## config.mk

```make
export PLATFORM = sky130hd
export DESIGN_NAME = seq_divider_flat
export DESIGN_NICKNAME = d
export VERILOG_FILES = /design/src/rtl/seq_divider_if.sv /design/src/rtl/seq_divider.sv /design/src/flat_wrapper.sv
export SDC_FILE = /design/constraint.sdc
export NUM_CORES = 1
export LEC_CHECK = 0
export CAP_MARGIN = 25
export CORE_ASPECT_RATIO = 0.8
export CORE_UTILIZATION = 55
export CTS_CLUSTER_SIZE = 28
export DETAILED_ROUTE_END_ITERATION = 12
export GPL_TIMING_DRIVEN = 0
export HOLD_SLACK_MARGIN = 0.06
export PLACE_DENSITY = 0.82
export SETUP_SLACK_MARGIN = 0.02
export SLEW_MARGIN = 25
export SYNTH_ARGS = -nofsm -noshare
export SYNTH_HDL_FRONTEND = slang
export SYNTH_SLANG_ARGS = --single-unit
```

## constraint.sdc

```tcl
create_clock -name i_CLK -period 3.5 [get_ports i_CLK]
set_input_delay 0.875 -clock i_CLK [delete_from_list [all_inputs] [get_ports i_CLK]]
set_output_delay 0.875 -clock i_CLK [all_outputs]
set_load 0.02 [all_outputs]
```

## src/rtl/seq_divider_if.sv

```systemverilog
// Request/result bundle for the sequential restoring divider.
// The master side issues a start with operands; the slave side (the divider)
// returns quotient, remainder, busy and a one-cycle done pulse.
// Optional divide-by-zero flag o_DBZ exists only when DIVIDER_DBZ_FLAG_EN is defined.
interface seq_divider_if #(
   parameter int SIZE = 4
);

   logic            i_START;
   logic [SIZE-1:0] i_A;
   logic [SIZE-1:0] i_B;
   logic [SIZE-1:0] o_Q;
   logic [SIZE-1:0] o_R;
   logic            o_BUSY;
   logic            o_DONE;
`ifdef DIVIDER_DBZ_FLAG_EN
   logic            o_DBZ;

   modport master (
      output i_START, i_A, i_B,
      input  o_Q, o_R, o_BUSY, o_DONE, o_DBZ
   );

   modport slave (
      input  i_START, i_A, i_B,
      output o_Q, o_R, o_BUSY, o_DONE, o_DBZ
   );
`else
   modport master (
      output i_START, i_A, i_B,
      input  o_Q, o_R, o_BUSY, o_DONE
   );

   modport slave (
      input  i_START, i_A, i_B,
      output o_Q, o_R, o_BUSY, o_DONE
   );
`endif

endinterface

```

## src/rtl/seq_divider.sv

```systemverilog
// Unsigned restoring divider producing one quotient bit per clock, MSB first.
// A start in IDLE or DONE latches the operands; SIZE iterations later the
// registered quotient/remainder update together with a one-cycle done pulse.
// A zero divisor naturally yields an all-ones quotient and remainder = dividend.
// Optional feature: define DIVIDER_DBZ_FLAG_EN to add the o_DBZ result flag.
module seq_divider #(
   parameter int SIZE = 4
) (
   input  logic         i_CLK,
   input  logic         i_RST_N,
   seq_divider_if.slave bus
);

   localparam int CW = $clog2(SIZE + 1);

   typedef enum logic [1:0] {
      IDLE = 2'd0,
      CALC = 2'd1,
      DONE = 2'd2
   } state_t;

   state_t          state_q,    state_d;
   logic [CW-1:0]   count_q,    count_d;
   logic [SIZE-1:0] divisor_q,  divisor_d;
   logic [SIZE-1:0] dividend_q, dividend_d;
   logic [SIZE-1:0] rem_q,      rem_d;
   logic [SIZE-1:0] quoOut_q,   quoOut_d;
   logic [SIZE-1:0] remOut_q,   remOut_d;
`ifdef DIVIDER_DBZ_FLAG_EN
   logic            dbz_q,      dbz_d;
`endif

   logic [SIZE:0]   shifted;
   logic            fits;
   logic [SIZE-1:0] stepRem;
   logic [SIZE-1:0] stepQuo;

   // One restoring step: shift the next dividend bit into the partial remainder and trial-subtract
   always_comb begin
      shifted = {rem_q, dividend_q[SIZE-1]};
      fits    = (shifted >= {1'b0, divisor_q});
      stepRem = fits ? SIZE'(shifted - {1'b0, divisor_q}) : shifted[SIZE-1:0];
      stepQuo = {dividend_q[SIZE-2:0], fits};
   end

   // Next-state and datapath control: accept starts outside CALC, iterate SIZE times, then publish
   always_comb begin
      state_d    = state_q;
      count_d    = count_q;
      divisor_d  = divisor_q;
      dividend_d = dividend_q;
      rem_d      = rem_q;
      quoOut_d   = quoOut_q;
      remOut_d   = remOut_q;
`ifdef DIVIDER_DBZ_FLAG_EN
      dbz_d      = dbz_q;
`endif
      case (state_q)
         IDLE, DONE: begin
            if (bus.i_START) begin
               state_d    = CALC;
               count_d    = CW'(SIZE);
               divisor_d  = bus.i_B;
               dividend_d = bus.i_A;
               rem_d      = '0;
            end else begin
               state_d    = IDLE;
            end
         end
         CALC: begin
            rem_d      = stepRem;
            dividend_d = stepQuo;
            count_d    = count_q - CW'(1);
            if (count_q == CW'(1)) begin
               state_d  = DONE;
               quoOut_d = stepQuo;
               remOut_d = stepRem;
`ifdef DIVIDER_DBZ_FLAG_EN
               dbz_d    = (divisor_q == '0);
`endif
            end
         end
         default: begin
            state_d = IDLE;
         end
      endcase
   end

   // State, working registers and published results; reset clears everything at once
   always_ff @(posedge i_CLK or negedge i_RST_N) begin
      if (!i_RST_N) begin
         state_q    <= IDLE;
         count_q    <= '0;
         divisor_q  <= '0;
         dividend_q <= '0;
         rem_q      <= '0;
         quoOut_q   <= '0;
         remOut_q   <= '0;
`ifdef DIVIDER_DBZ_FLAG_EN
         dbz_q      <= 1'b0;
`endif
      end else begin
         state_q    <= state_d;
         count_q    <= count_d;
         divisor_q  <= divisor_d;
         dividend_q <= dividend_d;
         rem_q      <= rem_d;
         quoOut_q   <= quoOut_d;
         remOut_q   <= remOut_d;
`ifdef DIVIDER_DBZ_FLAG_EN
         dbz_q      <= dbz_d;
`endif
      end
   end

   assign bus.o_Q    = quoOut_q;
   assign bus.o_R    = remOut_q;
   assign bus.o_BUSY = (state_q == CALC);
   assign bus.o_DONE = (state_q == DONE);
`ifdef DIVIDER_DBZ_FLAG_EN
   assign bus.o_DBZ  = dbz_q;
`endif

endmodule

```

## src/flat_wrapper.sv

```systemverilog
// flat-port wrapper written by rule: the top's interface ports become plain ports
module seq_divider_flat 
#(
   parameter int SIZE = 4
)
  (i_CLK, i_RST_N, bus_i_START, bus_i_A, bus_i_B, bus_o_Q, bus_o_R, bus_o_BUSY, bus_o_DONE);
  seq_divider_if #(.SIZE(SIZE)) bus_i ();
  input  logic i_CLK;
  input  logic i_RST_N;
  input wire logic [$bits(bus_i.i_START)-1:0] bus_i_START;
  input wire logic [$bits(bus_i.i_A)-1:0] bus_i_A;
  input wire logic [$bits(bus_i.i_B)-1:0] bus_i_B;
  output wire logic [$bits(bus_i.o_Q)-1:0] bus_o_Q;
  output wire logic [$bits(bus_i.o_R)-1:0] bus_o_R;
  output wire logic [$bits(bus_i.o_BUSY)-1:0] bus_o_BUSY;
  output wire logic [$bits(bus_i.o_DONE)-1:0] bus_o_DONE;
  assign bus_i.i_START = bus_i_START;
  assign bus_i.i_A = bus_i_A;
  assign bus_i.i_B = bus_i_B;
  assign bus_o_Q = bus_i.o_Q;
  assign bus_o_R = bus_i.o_R;
  assign bus_o_BUSY = bus_i.o_BUSY;
  assign bus_o_DONE = bus_i.o_DONE;
  seq_divider #(.SIZE(SIZE)) u_core (.i_CLK(i_CLK), .i_RST_N(i_RST_N), .bus(bus_i));
endmodule
```

==> impl_metrics.tcl <==
set metrics [dict create \
    cts_resized 0 \
    rsz_0062_raised_after_global_routing "false" \
    synth_area_leaders "dfrtp_1 (50%), ha_1 (6.0%), mux2_2 (4.5%), o21ai_0 (4.4%), mux2i_1 (4.0%)" \
    htree_num_levels 1 \
    nNetsFinal 156 \
    holdCritPathClass "in2async" \
    globalRouteOverflowTotal 0 \
    drt_iter0_markers 11 \
    worstPathCellList "nand2b_1 > inv_1 > clkbuf_1 > clkdlybuf4s50_1" \
    power_w 0.001616 \
    share_of_the_yosys_chip_area_belonging_to_registers_pct 50.40 \
    setup_total_negative_slack_ns 0 \
    tritoncts.num_buffers 3 \
    post_synth_instance_area_mm2 0.001241 \
    timing.final.setup_violations 0 \
    synth_ff_type "dfrtp_1" \
    port-buffer-count 20 \
    final.setup_skew_ns 0.01014 \
    arrival_ns 2.21 \
    cts.path.max_buffers 2 \
    ys.warnings.count 0 \
    grt_pass1_wl_um 3919 \
    critPathMaxStageDelay_ns 0.69 \
    numClockSinks 25 \
    post-route-drc-count 0 \
    max_freq_mhz 324.4 \
    critical_path.startpoint "u_core.state_q[1]$_DFFE_PN0P_" \
    initial_utilization_pct 62.16 \
    timing.final.max_slew_violations 0 \
    dp_hpwl_um 1684 \
    critical_path_depth 4 \
    io_pins 21 \
    worstReg2RegEnd "u_core.rem_q[2]$_DFFE_PN0P_" \
    outcome "finished clean" \
    post-synth-top-area-cell "dfrtp_1" \
    dr_total_vias 873 \
    finalWorstPathRequiredPeriod_ns 3.082 \
    critical-path-top-delay-family "buffers and inverters" \
    timing.critical_path.slowest_stage_cell "clkdlybuf4s50_1" \
    global_route.usage.total_pct 23.30 \
    timing_worst_slew_pin_value_ns 0.5397 \
    first_global_vias 856 \
    maximum_number_of_pins_on_one_net_before_global_route_repair 26 \
    setup.worst_path.class "reg2out" \
    ys_ff_latch 25 \
    cap_viol_max_count 0 \
    globalplace.congestion 0.8120 \
    drt_pre_antenna_iters 4 \
    synthesis.area_per_instance_um2 10.98 \
    synth.top_cell.area_share_pct 50.40 \
    max-vdd-ir-drop_uv 686.3 \
    place_inst 157 \
    finalNonFillerCells 161 \
    clock_transition_at_the_registers_of_the_reported_paths_ns 0.13 \
    min_period_over_period_pct 88.06 \
    insertedDiodeCount 0 \
    viasPerCell 5.422 \
    final.fill_count 160 \
    clk_root_buffer_cell "clkbuf_4" \
    netlist_instances 113 \
    grt_antenna_before_repair 0 \
    die_h_um 44.49 \
    power.density_cell_area_mw_per_mm2 1083 \
    synthesis.nets 131 \
    cts_hold_buf 0 \
    fp.dieW_um 55.11 \
    critical_path.endpoint "bus_o_BUSY" \
    synth-async-reset-ratio_pct 100.0 \
    hold_slack_ns 0.5050 \
    core-area_mm2 0.001997 \
    worst_r2r_startpoint "u_core.rem_q[1]$_DFFE_PN0P_" \
    synth_cell_type_count 32 \
    synthToLayoutAreaGrowth_pct 20.26 \
    path_buf_inv 3 \
    slew-limit-headroom_pct 64.02 \
    r2r_setup_slack_ns 1.52 \
    hold_viol_final 0 \
    wire_per_inst_um 14.52 \
    end_kind "output pin" \
    cp_data_required_time_ns 2.62 \
    p_leak_nw 0.6711 \
    floorplan.die_area_mm2 0.002452 \
    drive_above_1_share_pct 14.60 \
    antenna_left 0 \
    worstSetupStartpointType "flip-flop" \
    clk_latency_ns 0.33 \
    postCtsSetupRepairBufs 0 \
    route.final.wire_length_um 2338 \
    synth-edff-count 0 \
    fin_util_pct 74.75 \
    standard_cell_row_count 14 \
    critPathMaxFanout 10 \
    r2r_cells 6 \
    tritoncts_clock_tree "done" \
]
## per-layer routing
metal	routed length [um]	GRT usage, %	vias up
met2	1083	34.70	26
met1	1114	31.26	409
met4	11	7.000	0
met5	0	0	-
met3	128	9.278	2
li1	-	-	436
## registers in the layout (all words and copies together), names as in the netlist
register and count:
u_core.count_q 3, u_core.dividend_q 4, u_core.bus.o_Q 4, u_core.rem_q 4, u_core.divisor_q 4, u_core.bus.o_R 4, u_core.state_q 2
## layout make-up
| class | count | area [um^2] | area share, % |
|---|---|---|---|
| multi-input combinational | 76 | 565.5 | 37.89 |
| buffer | 4 | 20.02 | 1.341 |
| sequential | 25 | 625.6 | 41.91 |
| inverter | 8 | 30.03 | 2.012 |
| tap | 24 | 30.03 | 2.012 |
| timing repair buffer | 20 | 195.2 | 13.08 |
| clock buffer | 4 | 26.28 | 1.760 |
## per-stage QoR
| step | instance area, um^2 | setup slack (ns) |
|---|---|---|
| after floorplan | 1241 | 1.577 |
| after global placement | 1471 | 0.7958 |
| after detailed placement | 1466 | 0.8184 |
| after CTS | 1493 | 0.4112 |
| after global routing | 1493 | 0.3223 |
| final | 1493 | 0.4178 |
## layout by cell type (no fill, tap or decap), types with 2 or more instances in the layout
cell and count:
dfrtp_1 25, clkbuf_4 3, nand2b_1 2, mux2_2 5, mux2i_1 5, nand2_1 12
clkdlybuf4s50_1 19, buf_2 2, inv_1 8, a21oi_2 2, clkbuf_1 3, o21ai_2 2
nor2_1 6, o21ai_0 11, mux2_4 2, a21oi_1 4, ha_1 6, nor2b_1 4
## power by group
group / switching, W / internal, W / leakage (nW)
Sequential: 0.0000855 / 0.000433 / 0.301
Combinational: 0.000518 / 0.000451 / 0.355
Clock: 0.0000845 / 0.0000447 / 0.0150
## how the worst min path moves through the flow
stage / startpoint / end / cells past startpoint / slack, ns
after global placement: u_core.count_q[1]$_DFFE_PN0P_ / u_core.count_q[1]$_DFFE_PN0P_ / 2 / 0.46
after CTS: i_RST_N / u_core.count_q[0]$_DFFE_PN0P_ / 1 / 0.52
after detailed placement: u_core.count_q[1]$_DFFE_PN0P_ / u_core.count_q[1]$_DFFE_PN0P_ / 2 / 0.49
after global routing: i_RST_N / u_core.count_q[0]$_DFFE_PN0P_ / 1 / 0.54
final: i_RST_N / u_core.count_q[0]$_DFFE_PN0P_ / 1 / 0.50
after floorplan: u_core.count_q[1]$_DFFE_PN0P_ / u_core.count_q[1]$_DFFE_PN0P_ / 2 / 0.45
## kinds of logic (layout without fill, tap and decap cells)
| family | count (synthesis) | in the layout | share of synthesized area, % |
|---|---|---|---|
| AO/OA/AOI/OAI | 28 | 28 | 15.63 |
| adder cells (fa/ha/maj) | 7 | 7 | 7.661 |
| multiplexers | 12 | 12 | 10.99 |
| AND/OR/NAND/NOR | 28 | 28 | 10.58 |
| XOR/XNOR | 1 | 1 | 0.7058 |
| flip-flops | 25 | 25 | 50.40 |
| buffers and inverters | 12 | 36 | 4.032 |
## synth_stat cells (all sizes together) (2+ instances only)
| cell type | number |
|---|---|
| dfrtp | 25 |
| ha | 6 |
| nand2b | 2 |
| nor2b | 4 |
| buf | 2 |
| nor2 | 7 |
| inv | 8 |
| a21oi | 6 |
| o21ai | 13 |
| a22o | 2 |
| nand2 | 12 |
| mux2 | 7 |
| clkbuf | 2 |
| mux2i | 5 |
(Power assumes the default switching activity.)
